<file path="config.mk">
export PLATFORM = sky130hd
export DESIGN_NAME = counter_load_sequencer_flat
export DESIGN_NICKNAME = d
export VERILOG_FILES = /design/src/rtl/counter_load_sequencer_if.sv /design/src/rtl/counter_load_sequencer.sv /design/src/flat_wrapper.sv
export SDC_FILE = /design/constraint.sdc
export NUM_CORES = 1
export LEC_CHECK = 0
export ABC_AREA = 1
export CORE_MARGIN = 2
export CORE_UTILIZATION = 55
export CTS_BUF_LIST = sky130_fd_sc_hd__clkbuf_8 sky130_fd_sc_hd__clkbuf_16
export DETAILED_ROUTE_END_ITERATION = 6
export GPL_TIMING_DRIVEN = 1
export PLACE_DENSITY_LB_ADDON = 0.08
export SETUP_SLACK_MARGIN = 0.1
export SLEW_MARGIN = 25
export SYNTH_ARGS = -nofsm -noshare
export SYNTH_HDL_FRONTEND = slang
export SYNTH_SLANG_ARGS = --single-unit
</file>
<file path="constraint.sdc">
create_clock -name clk -period 2.88 [get_ports clk]
set_input_delay 0.288 -clock clk [delete_from_list [all_inputs] [get_ports clk]]
set_output_delay 0.288 -clock clk [all_outputs]
set_load 0.01 [all_outputs]
</file>
<file path="src/rtl/counter_load_sequencer_if.sv">
// rtl/counter_load_sequencer_if.sv - preset push channel between producer and reload sequencer
interface counter_load_sequencer_if #(
  parameter int unsigned W = 4
);
  logic         in_valid;
  logic [W-1:0] in_data;
  logic         in_ready;

  modport master (
    output in_valid,
    output in_data,
    input  in_ready
  );

  modport slave (
    input  in_valid,
    input  in_data,
    output in_ready
  );
endinterface

</file>
<file path="src/rtl/counter_load_sequencer.sv">
// rtl/counter_load_sequencer.sv - preset FIFO and reload sequencer feeding a loadable up-counter
module counter_load_sequencer #(
  parameter int unsigned  W     = 4,
  parameter int unsigned  DEPTH = 4,
  parameter logic [W-1:0] TERM  = {W{1'b1}}
) (
  input  logic                     clk,
  input  logic                     clr,
  counter_load_sequencer_if.slave  in_if,
  input  logic [W-1:0]             cnt_value_i,
  input  logic                     miss_ack_i,
  output logic                     load_o,
  output logic [W-1:0]             load_data_o,
  output logic [$clog2(DEPTH):0]   level_o,
  output logic                     miss_o
);

  localparam int unsigned   PW         = $clog2(DEPTH);
  localparam int unsigned   LW         = $clog2(DEPTH) + 1;
  // Reload fires one count early so the counter shows TERM for one cycle.
  localparam logic [W-1:0]  PRE        = TERM - {{(W-1){1'b0}}, 1'b1};
  localparam logic [LW-1:0] FULL_LEVEL = LW'(DEPTH);

  typedef enum logic [1:0] {
    IDLE  = 2'd0,
    ARMED = 2'd1,
    LOAD  = 2'd2
  } state_t;

  state_t         state_q, state_d;
  logic [W-1:0]   mem_q [DEPTH];
  logic [PW-1:0]  wr_ptr_q, wr_ptr_d;
  logic [PW-1:0]  rd_ptr_q, rd_ptr_d;
  logic [LW-1:0]  level_q, level_d;
  logic           load_q, load_d;
  logic [W-1:0]   load_data_q, load_data_d;
  logic           miss_q, miss_d;
  logic           full;
  logic           push;
  logic           pop;
  logic           hit;

  assign full           = (level_q == FULL_LEVEL);
  assign in_if.in_ready = ~full;
  assign push           = in_if.in_valid & ~full;
  assign hit            = (cnt_value_i == PRE);

  always_comb begin
    state_d     = state_q;
    load_d      = 1'b0;
    load_data_d = load_data_q;
    pop         = 1'b0;
    miss_d      = miss_q & ~miss_ack_i;
    case (state_q)
      IDLE: begin
        // A push landing on the trigger edge is too late to be loaded.
        if (hit) begin
          miss_d = 1'b1;
        end
        if (push) begin
          state_d = ARMED;
        end
      end
      ARMED: begin
        if (hit) begin
          load_d      = 1'b1;
          load_data_d = mem_q[rd_ptr_q];
          pop         = 1'b1;
          state_d     = LOAD;
        end
      end
      LOAD: begin
        state_d = ((level_q != '0) || push) ? ARMED : IDLE;
      end
      default: begin
        state_d = IDLE;
      end
    endcase
  end

  always_comb begin
    wr_ptr_d = wr_ptr_q;
    rd_ptr_d = rd_ptr_q;
    level_d  = level_q;
    if (push) begin
      wr_ptr_d = wr_ptr_q + 1'b1;
    end
    if (pop) begin
      rd_ptr_d = rd_ptr_q + 1'b1;
    end
    case ({push, pop})
      2'b10:   level_d = level_q + 1'b1;
      2'b01:   level_d = level_q - 1'b1;
      default: level_d = level_q;
    endcase
  end

  always_ff @(posedge clk or negedge clr) begin
    if (!clr) begin
      state_q     <= IDLE;
      wr_ptr_q    <= '0;
      rd_ptr_q    <= '0;
      level_q     <= '0;
      load_q      <= 1'b0;
      load_data_q <= '0;
      miss_q      <= 1'b0;
    end else begin
      state_q     <= state_d;
      wr_ptr_q    <= wr_ptr_d;
      rd_ptr_q    <= rd_ptr_d;
      level_q     <= level_d;
      load_q      <= load_d;
      load_data_q <= load_data_d;
      miss_q      <= miss_d;
    end
  end

  // Storage needs no reset: the pointers alone define valid contents.
  always_ff @(posedge clk) begin
    if (push) begin
      mem_q[wr_ptr_q] <= in_if.in_data;
    end
  end

  assign load_o      = load_q;
  assign load_data_o = load_data_q;
  assign level_o     = level_q;
  assign miss_o      = miss_q;

endmodule

</file>
<file path="src/flat_wrapper.sv">
// flat-port wrapper written by rule: the top's interface ports become plain ports
module counter_load_sequencer_flat 
#(
  parameter int unsigned  W     = 4,
  parameter int unsigned  DEPTH = 4,
  parameter logic [W-1:0] TERM  = {W{1'b1}}
)
  (clk, clr, cnt_value_i, miss_ack_i, load_o, load_data_o, level_o, miss_o, in_if_in_valid, in_if_in_data, in_if_in_ready);
  counter_load_sequencer_if #(.W(W)) in_if_i ();
  input  logic clk;
  input  logic clr;
  input  logic [W-1:0] cnt_value_i;
  input  logic miss_ack_i;
  output logic load_o;
  output logic [W-1:0] load_data_o;
  output logic [$clog2(DEPTH):0] level_o;
  output logic miss_o;
  input wire logic [$bits(in_if_i.in_valid)-1:0] in_if_in_valid;
  input wire logic [$bits(in_if_i.in_data)-1:0] in_if_in_data;
  output wire logic [$bits(in_if_i.in_ready)-1:0] in_if_in_ready;
  assign in_if_i.in_valid = in_if_in_valid;
  assign in_if_i.in_data = in_if_in_data;
  assign in_if_in_ready = in_if_i.in_ready;
  counter_load_sequencer #(.W(W), .DEPTH(DEPTH), .TERM(TERM)) u_core (.clk(clk), .clr(clr), .in_if(in_if_i), .cnt_value_i(cnt_value_i), .miss_ack_i(miss_ack_i), .load_o(load_o), .load_data_o(load_data_o), .level_o(level_o), .miss_o(miss_o));
endmodule
</file>
==> out/summary.txt, run 1 <==
total CTS buffers: 5
Worst setup SP type: input pin
MaxCap Viol Count: 0
Worst Clk Skew: 5.94 ps
drt initial violations: 38
worst reg2reg setup slack: 1090 ps
CORE AREA: 2520 um2
grt ovf: 0
status: finished clean
H-tree depth: 2
final setup vio count: 0
Post-Synthesis Cells: 151
Slew Limit Fails: 0
Worst EP arrival: 2030 ps
Req. time, crit path: 3030 ps
Final nets: 195
vias in the first global route: 977
FFs w/ async S/R, synth: 0.484
root buf cell: clkbuf_8
CTS tree: done
die span in x: 56.0 um
I/O pins: 22
WL per Instance: 11.6 um
Synth Register Bits: 31
share of cells above drive strength 1: 0.107
Synth area leaders: edfxtp_1 (32%), dfrtp_1 (25%), nand2_1 (13%)
number of synthesis warnings: 0
vias per cell: 4.77
FMAX: 533 MHz
Synth Area per Inst: 9.84 um2
DIE AREA: 3130 um2
crit-path max FO: 9
Switching Fraction: 0.186
Total Power: 0.824 mW
post-layout min period: 1880 ps
Gate power share: 0.035
Post-DRT Antenna Nets: 0
final hold viol count: 0
WL final: 2410 um
CP Class: input pin to flop
post-CTS repair timing setup buffer count: 0
initial antenna violation count: 0
Area Overhead vs Synth: 21.7%
Site Rows: 18
count leader, synth: nand2_1
syn nets: 169
post-synth top area share: 0.324
Max clock buf depth: 2
Clock Pin Slew Worst Setup and Hold Paths: 60 ps
first-pass GRT wire length: 4140 um
Synth area leader: edfxtp_1
RSZ-0062 raised after global routing: no
DRT Pass-1 Iters: 4
register area share after synthesis: 0.576
n_diodes: 0
post_cts resized: 0
Sink Count: 31
Slew HR: 0.533
# hold bufs at CTS: 0
IO buf count: 21
Clk pwr share: 0.396
DP Wirelength: 1900 um
Leakage: 0.873 nW
largest net degree at the start of global routing: 16
via count: 993
Post-synth top flop: edfxtp_1
maximum VDD drop: 0.000347 V
number of enable flip-flop cells after synthesis: 16
Seq pwr share: 0.568
die height: 56.0 um
Int Power: 0.671 mW
Tot GR Track Use: 0.178
Placer Congestion: 0.800
Initial Util: 0.589
sw power: 0.153 mW
Worst Setup End Kind: flop
synth unique cells: 22
Final TNS setup: 0 ps
Min-Delay Path Class: input pin to async pin
Pwr Density: 456 nW/um2
fin crit share: 0.652
Tightest Pin Transition: 698 ps
Post-route DRC: 0
commonest cells in the netlist: nand2_1 (51), inv_1 (27), edfxtp_1 (16)
clk_lat worst skew: 270 ps
Cell Area, Synth: 1490 um2
## layout by cell type, fill, tap and decap left out, drive strengths merged
master and n:
clkbuf 6, clkdlybuf4s50 21, clkinv 3, dfrtp 15, edfxtp 16, fa 1
ha 5, inv 33, nand2 53, nand3 11, nor2 7, o21ai 1
o22ai 1, or2 1, xnor2 2, xor2 2
## registers in the layout, indices dropped and copies added (netlist names)
register	flops
u_core.rd_ptr_q	2
u_core.state_q	2
u_core.load_o	1
u_core.level_o	3
u_core.wr_ptr_q	2
u_core.load_data_o	4
u_core.mem_q	16
u_core.miss_o	1
## worst max-delay path, cell delays in order
cell and delay [ps]:
clkdlybuf4s50_1 500, nor2_4 60, nand3_4 140, clkinv_4 100
ha_1 230, fa_1 400, nand2_1 70, nand3_1 90
xor2_1 150
## path summary, 6_finish.rpt
check | start | endpoint | cells past startpoint
worst max-delay path | cnt_value_i[0] | u_core.level_o[2] | 9
max in group asynchronous | clr | u_core.wr_ptr_q[0] | 1
min in group clk | u_core.load_data_o[1] | u_core.load_data_o[1] | 2
worst max register to register | u_core.state_q[0] | u_core.level_o[2] | 9
worst min register to register | u_core.load_data_o[1] | u_core.load_data_o[1] | 2
worst min-delay path | clr | u_core.rd_ptr_q[1] | 1
## final cells by class
| type | count | area, um2 |
|---|---|---|
| sequential | 31 | 856 |
| timing repair buffer | 21 | 210 |
| clock buffer | 6 | 82.6 |
| fill | 199 | 714 |
| inverter | 34 | 133 |
| clock inverter | 2 | 7.51 |
| tap | 30 | 37.5 |
| multi-input combinational | 84 | 482 |
## power groups by stage
stage	Sequential [mW]	Clock (mW)	Combinational, mW
global placement	0.477	0	0.0288
finish	0.468	0.327	0.0291
CTS	0.468	0.334	0.0300
global route	0.468	0.356	0.0317
detailed placement	0.477	0	0.0299
floorplan	0.477	0	0.00397
## logic make-up after synthesis
logic type	Yosys count	share of synthesized area
and+or+nand+nor	72	0.233
buffers and inverters	36	0.0994
xor gates and xnor gates	4	0.0286
DFF	31	0.576
AOI/OAI and AO/OA	2	0.00758
adders and majority gates	6	0.0556
## layer usage
metal	vias to the layer above	global-route usage	part of all wire
li1	502	-	-
met1	471	0.194	0.41
met2	15	0.321	0.54
met3	5	0.0512	0.035
met4	0	0.0714	0.013
met5	-	0	0
## through the flow
stage                     setup WS [ps]  std cells   util  hold WS [ps]  instance area, um2
after floorplan                    1140        151      -         -7.59                1490
after global placement              809        200  0.681           480                1720
after detailed placement            695        200  0.681           480                1720
after CTS                           992        208  0.717           474                1810
after global routing                902        208  0.717           509                1810
final                              1000        208  0.717           436                1810
(Power assumes the default switching activity.)
==> inputs of run 2 (changes only) <==
--- a/config.mk
+++ b/config.mk
@@ -7,7 +7,7 @@
 export LEC_CHECK = 0
 export ABC_AREA = 1
 export CORE_MARGIN = 2
-export CORE_UTILIZATION = 55
+export CORE_UTILIZATION = 48
 export CTS_BUF_LIST = sky130_fd_sc_hd__clkbuf_8 sky130_fd_sc_hd__clkbuf_16
 export DETAILED_ROUTE_END_ITERATION = 6
 export GPL_TIMING_DRIVEN = 1
==> constraint.sdc (replaced) <==
create_clock -name clk -period 1.7 [get_ports clk]
set_input_delay 0.17 -clock clk [delete_from_list [all_inputs] [get_ports clk]]
set_output_delay 0.17 -clock clk [all_outputs]
set_load 0.01 [all_outputs]
==> run 2 against run 1 <==
Sequential share of layout area down 2.8 points. Flip-flop and latch count did not move. Final cell count is 7.2% higher. Critical path depth unchanged. Critical path type is now flop to flop. Critical endpoint unchanged.
==> out/summary.txt, run 2 (synthesized netlist as in run 1, its figures left out) <==
status: finished clean
worst reg2reg setup slack: 170 ps (-920 ps)
FMAX: 654 MHz
Slew Limit Fails: 0 (unchanged)
Worst Clk Skew: 5.18 ps (-0.761 ps)
slowest stage delay, CP: 390 ps (-110 ps)
final setup vio count: 0 (unchanged)
Tightest Pin Transition: 390 ps (-308 ps)
CTS tree: done
Worst setup SP type: flop
vias in the first global route: 970 (-0.72%)
pre-CTS setup slack: -97.1 ps (-792 ps)
max FFs per register: 16 (unchanged)
Worst R2R Start: u_core.state_q[0]
via count: 1,024 (+3.1%)
root buf cell: clkbuf_8
fin crit share: 0.900
RSZ-0062 raised after global routing: yes
CP cell instances: inv_2 -> nor2_4 -> nand3_4 -> clkinv_4 -> ha_4 -> fa_2 -> nand2_2 -> nand3_2 -> xor2_1
Worst Setup End Kind: flop
Pwr Density: 737 nW/um2 (+62%)
Placer Congestion: 0.691 (-14%)
MaxCap Viol Count: 0 (unchanged)
DP Wirelength: 1880 um (-0.91%)
drt initial violations: 53 (+39%)
Final nets: 207 (+6.2%)
share of cells above drive strength 1: 0.195 (+0.0880)
RR Endpoint: u_core.level_o[2]
DIE AREA: 3560 um2 (+14%)
# placed instances: 212 (+6.0%)
Clock Pin Slew Worst Setup and Hold Paths: 60 ps (about the same)
Post-DRT Antenna Nets: 0 (unchanged)
leading cell type in the layout, fill and taps excluded: nand2_1
Slew HR: 0.740 (+0.207)
Initial Util: 0.495 (-0.0942)
Leakage: 0.936 nW (+7.2%)
Min-Delay Path Class: input pin to async pin
WL final: 2550 um (+6.1%)
H-tree depth: 2 (unchanged)
Total Power: 1.42 mW (+72%)
largest net degree at the start of global routing: 16 (unchanged)
Final TNS setup: 0 ps (unchanged)
Site Rows: 20 (+2)
final instance area: 1930 um2 (+6.5%)
grt ovf: 0 (unchanged)
die span in x: 59.6 um (+6.5%)
Req. time, crit path: 1870 ps (-1160 ps)
first-pass GRT wire length: 4310 um (+4.0%)
Post-route DRC: 0 (unchanged)
Max clock buf depth: 2 (unchanged)
maximum VDD drop: 0.000435 V (+25%)
# hold bufs at CTS: 0 (unchanged)
initial antenna violation count: 0 (unchanged)
slowest CP cell: dfrtp_1
final hold viol count: 0 (unchanged)
most frequent cells in the layout: nand2_1 (50), inv_1 (28), clkdlybuf4s50_1 (20)
worst setup margin: 170 ps (-833 ps)
Reg with most FFs: u_core.mem_q
Critical Path Start: u_core.state_q[0]
IO buf count: 21 (unchanged)
Final Util: 0.641 (-0.0755)
I/O pins: 22 (unchanged)
crit-path max FO: 2 (-7)
die height: 59.6 um (+6.5%)
Tot GR Track Use: 0.177 (-0.00105)
CP Class: flop to flop
post-layout min period: 1530 ps
Layout Cells excl Fill: 223 (+7.2%)
Worst EP arrival: 1700 ps (-330 ps)
worst hold margin: 205 ps (-231 ps)
CORE AREA: 3000 um2 (+19%)
DRT Pass-1 Iters: 2 (-2)
clk_lat worst skew: 280 ps (about the same)
WL per Instance: 11.4 um (-1.1%)
Area Overhead vs Synth: 29.7%
n_diodes: 0 (unchanged)
total CTS buffers: 5 (unchanged)
reg2reg path depth: 9 (unchanged)
Placed Area: 1810 um2 (+5.2%)
Critical Path Sink: u_core.level_o[2]
Sink Count: 31 (unchanged)
vias per cell: 4.59 (-3.8%)
run 2: changes by cell type in the layout (fill, tap and decap cells not counted), sizes merged:
cell	previous run	this run
clkdlybuf4s50	21	20
buf	0	12
dlygate4sd2	0	1
run 2: how the worst min path moves through the flow:
| stage | start | endpoint | cells past startpoint |
|---|---|---|---|
| 2_1_floorplan | clr | u_core.level_o[0] | 0 |
| 3_3_place_gp | u_core.load_data_o[1] | u_core.load_data_o[1] | 2 |
| 3_5_place_dp | u_core.load_data_o[1] | u_core.load_data_o[1] | 2 |
| 4_1_cts | clr | u_core.rd_ptr_q[0] | 2 |
| 5_1_grt | clr | u_core.load_data_o[3] | 2 |
| 6_report | clr | u_core.rd_ptr_q[0] | 2 |
run 2: critical path: cells and delay by family (launching register included):
family	cells	cell delay, ps
simple gates	4	250
xor+xnor	1	140
flops	1	390
buf+inv	2	140
fa+ha+maj	2	500
run 2: power by group:
| group | leakage [nW] | switching (mW) | total [mW] | internal, mW |
|---|---|---|---|---|
| sequential | 0.339 | 0.000619 | 0.793 | 0.792 |
| combinational | 0.547 | 0.0219 | 0.0504 | 0.0285 |
| clock | 0.0500 | 0.259 | 0.576 | 0.317 |
run 2: metal layers:
layer	up-vias	wire length, um	global-route usage
met5	-	0	0
met4	0	49	0.0762
met3	6	121	0.0786
met2	16	1270	0.278
met1	474	1110	0.210
li1	528	-	-
run 2: layout make-up:
type | count | area (um2)
inverter | 34 | 133
tap | 33 | 41.3
multi-input combinational | 84 | 504
timing repair buffer | 33 | 299
clock inverter | 2 | 7.51
sequential | 31 | 858
clock buffer | 6 | 82.6
fill | 248 | 1080
run 2: timing repair:
item                       in CTS  in global routing
setup endpoints to repair       1                  2
buffers inserted                0                  3
resized for setup               1                  2
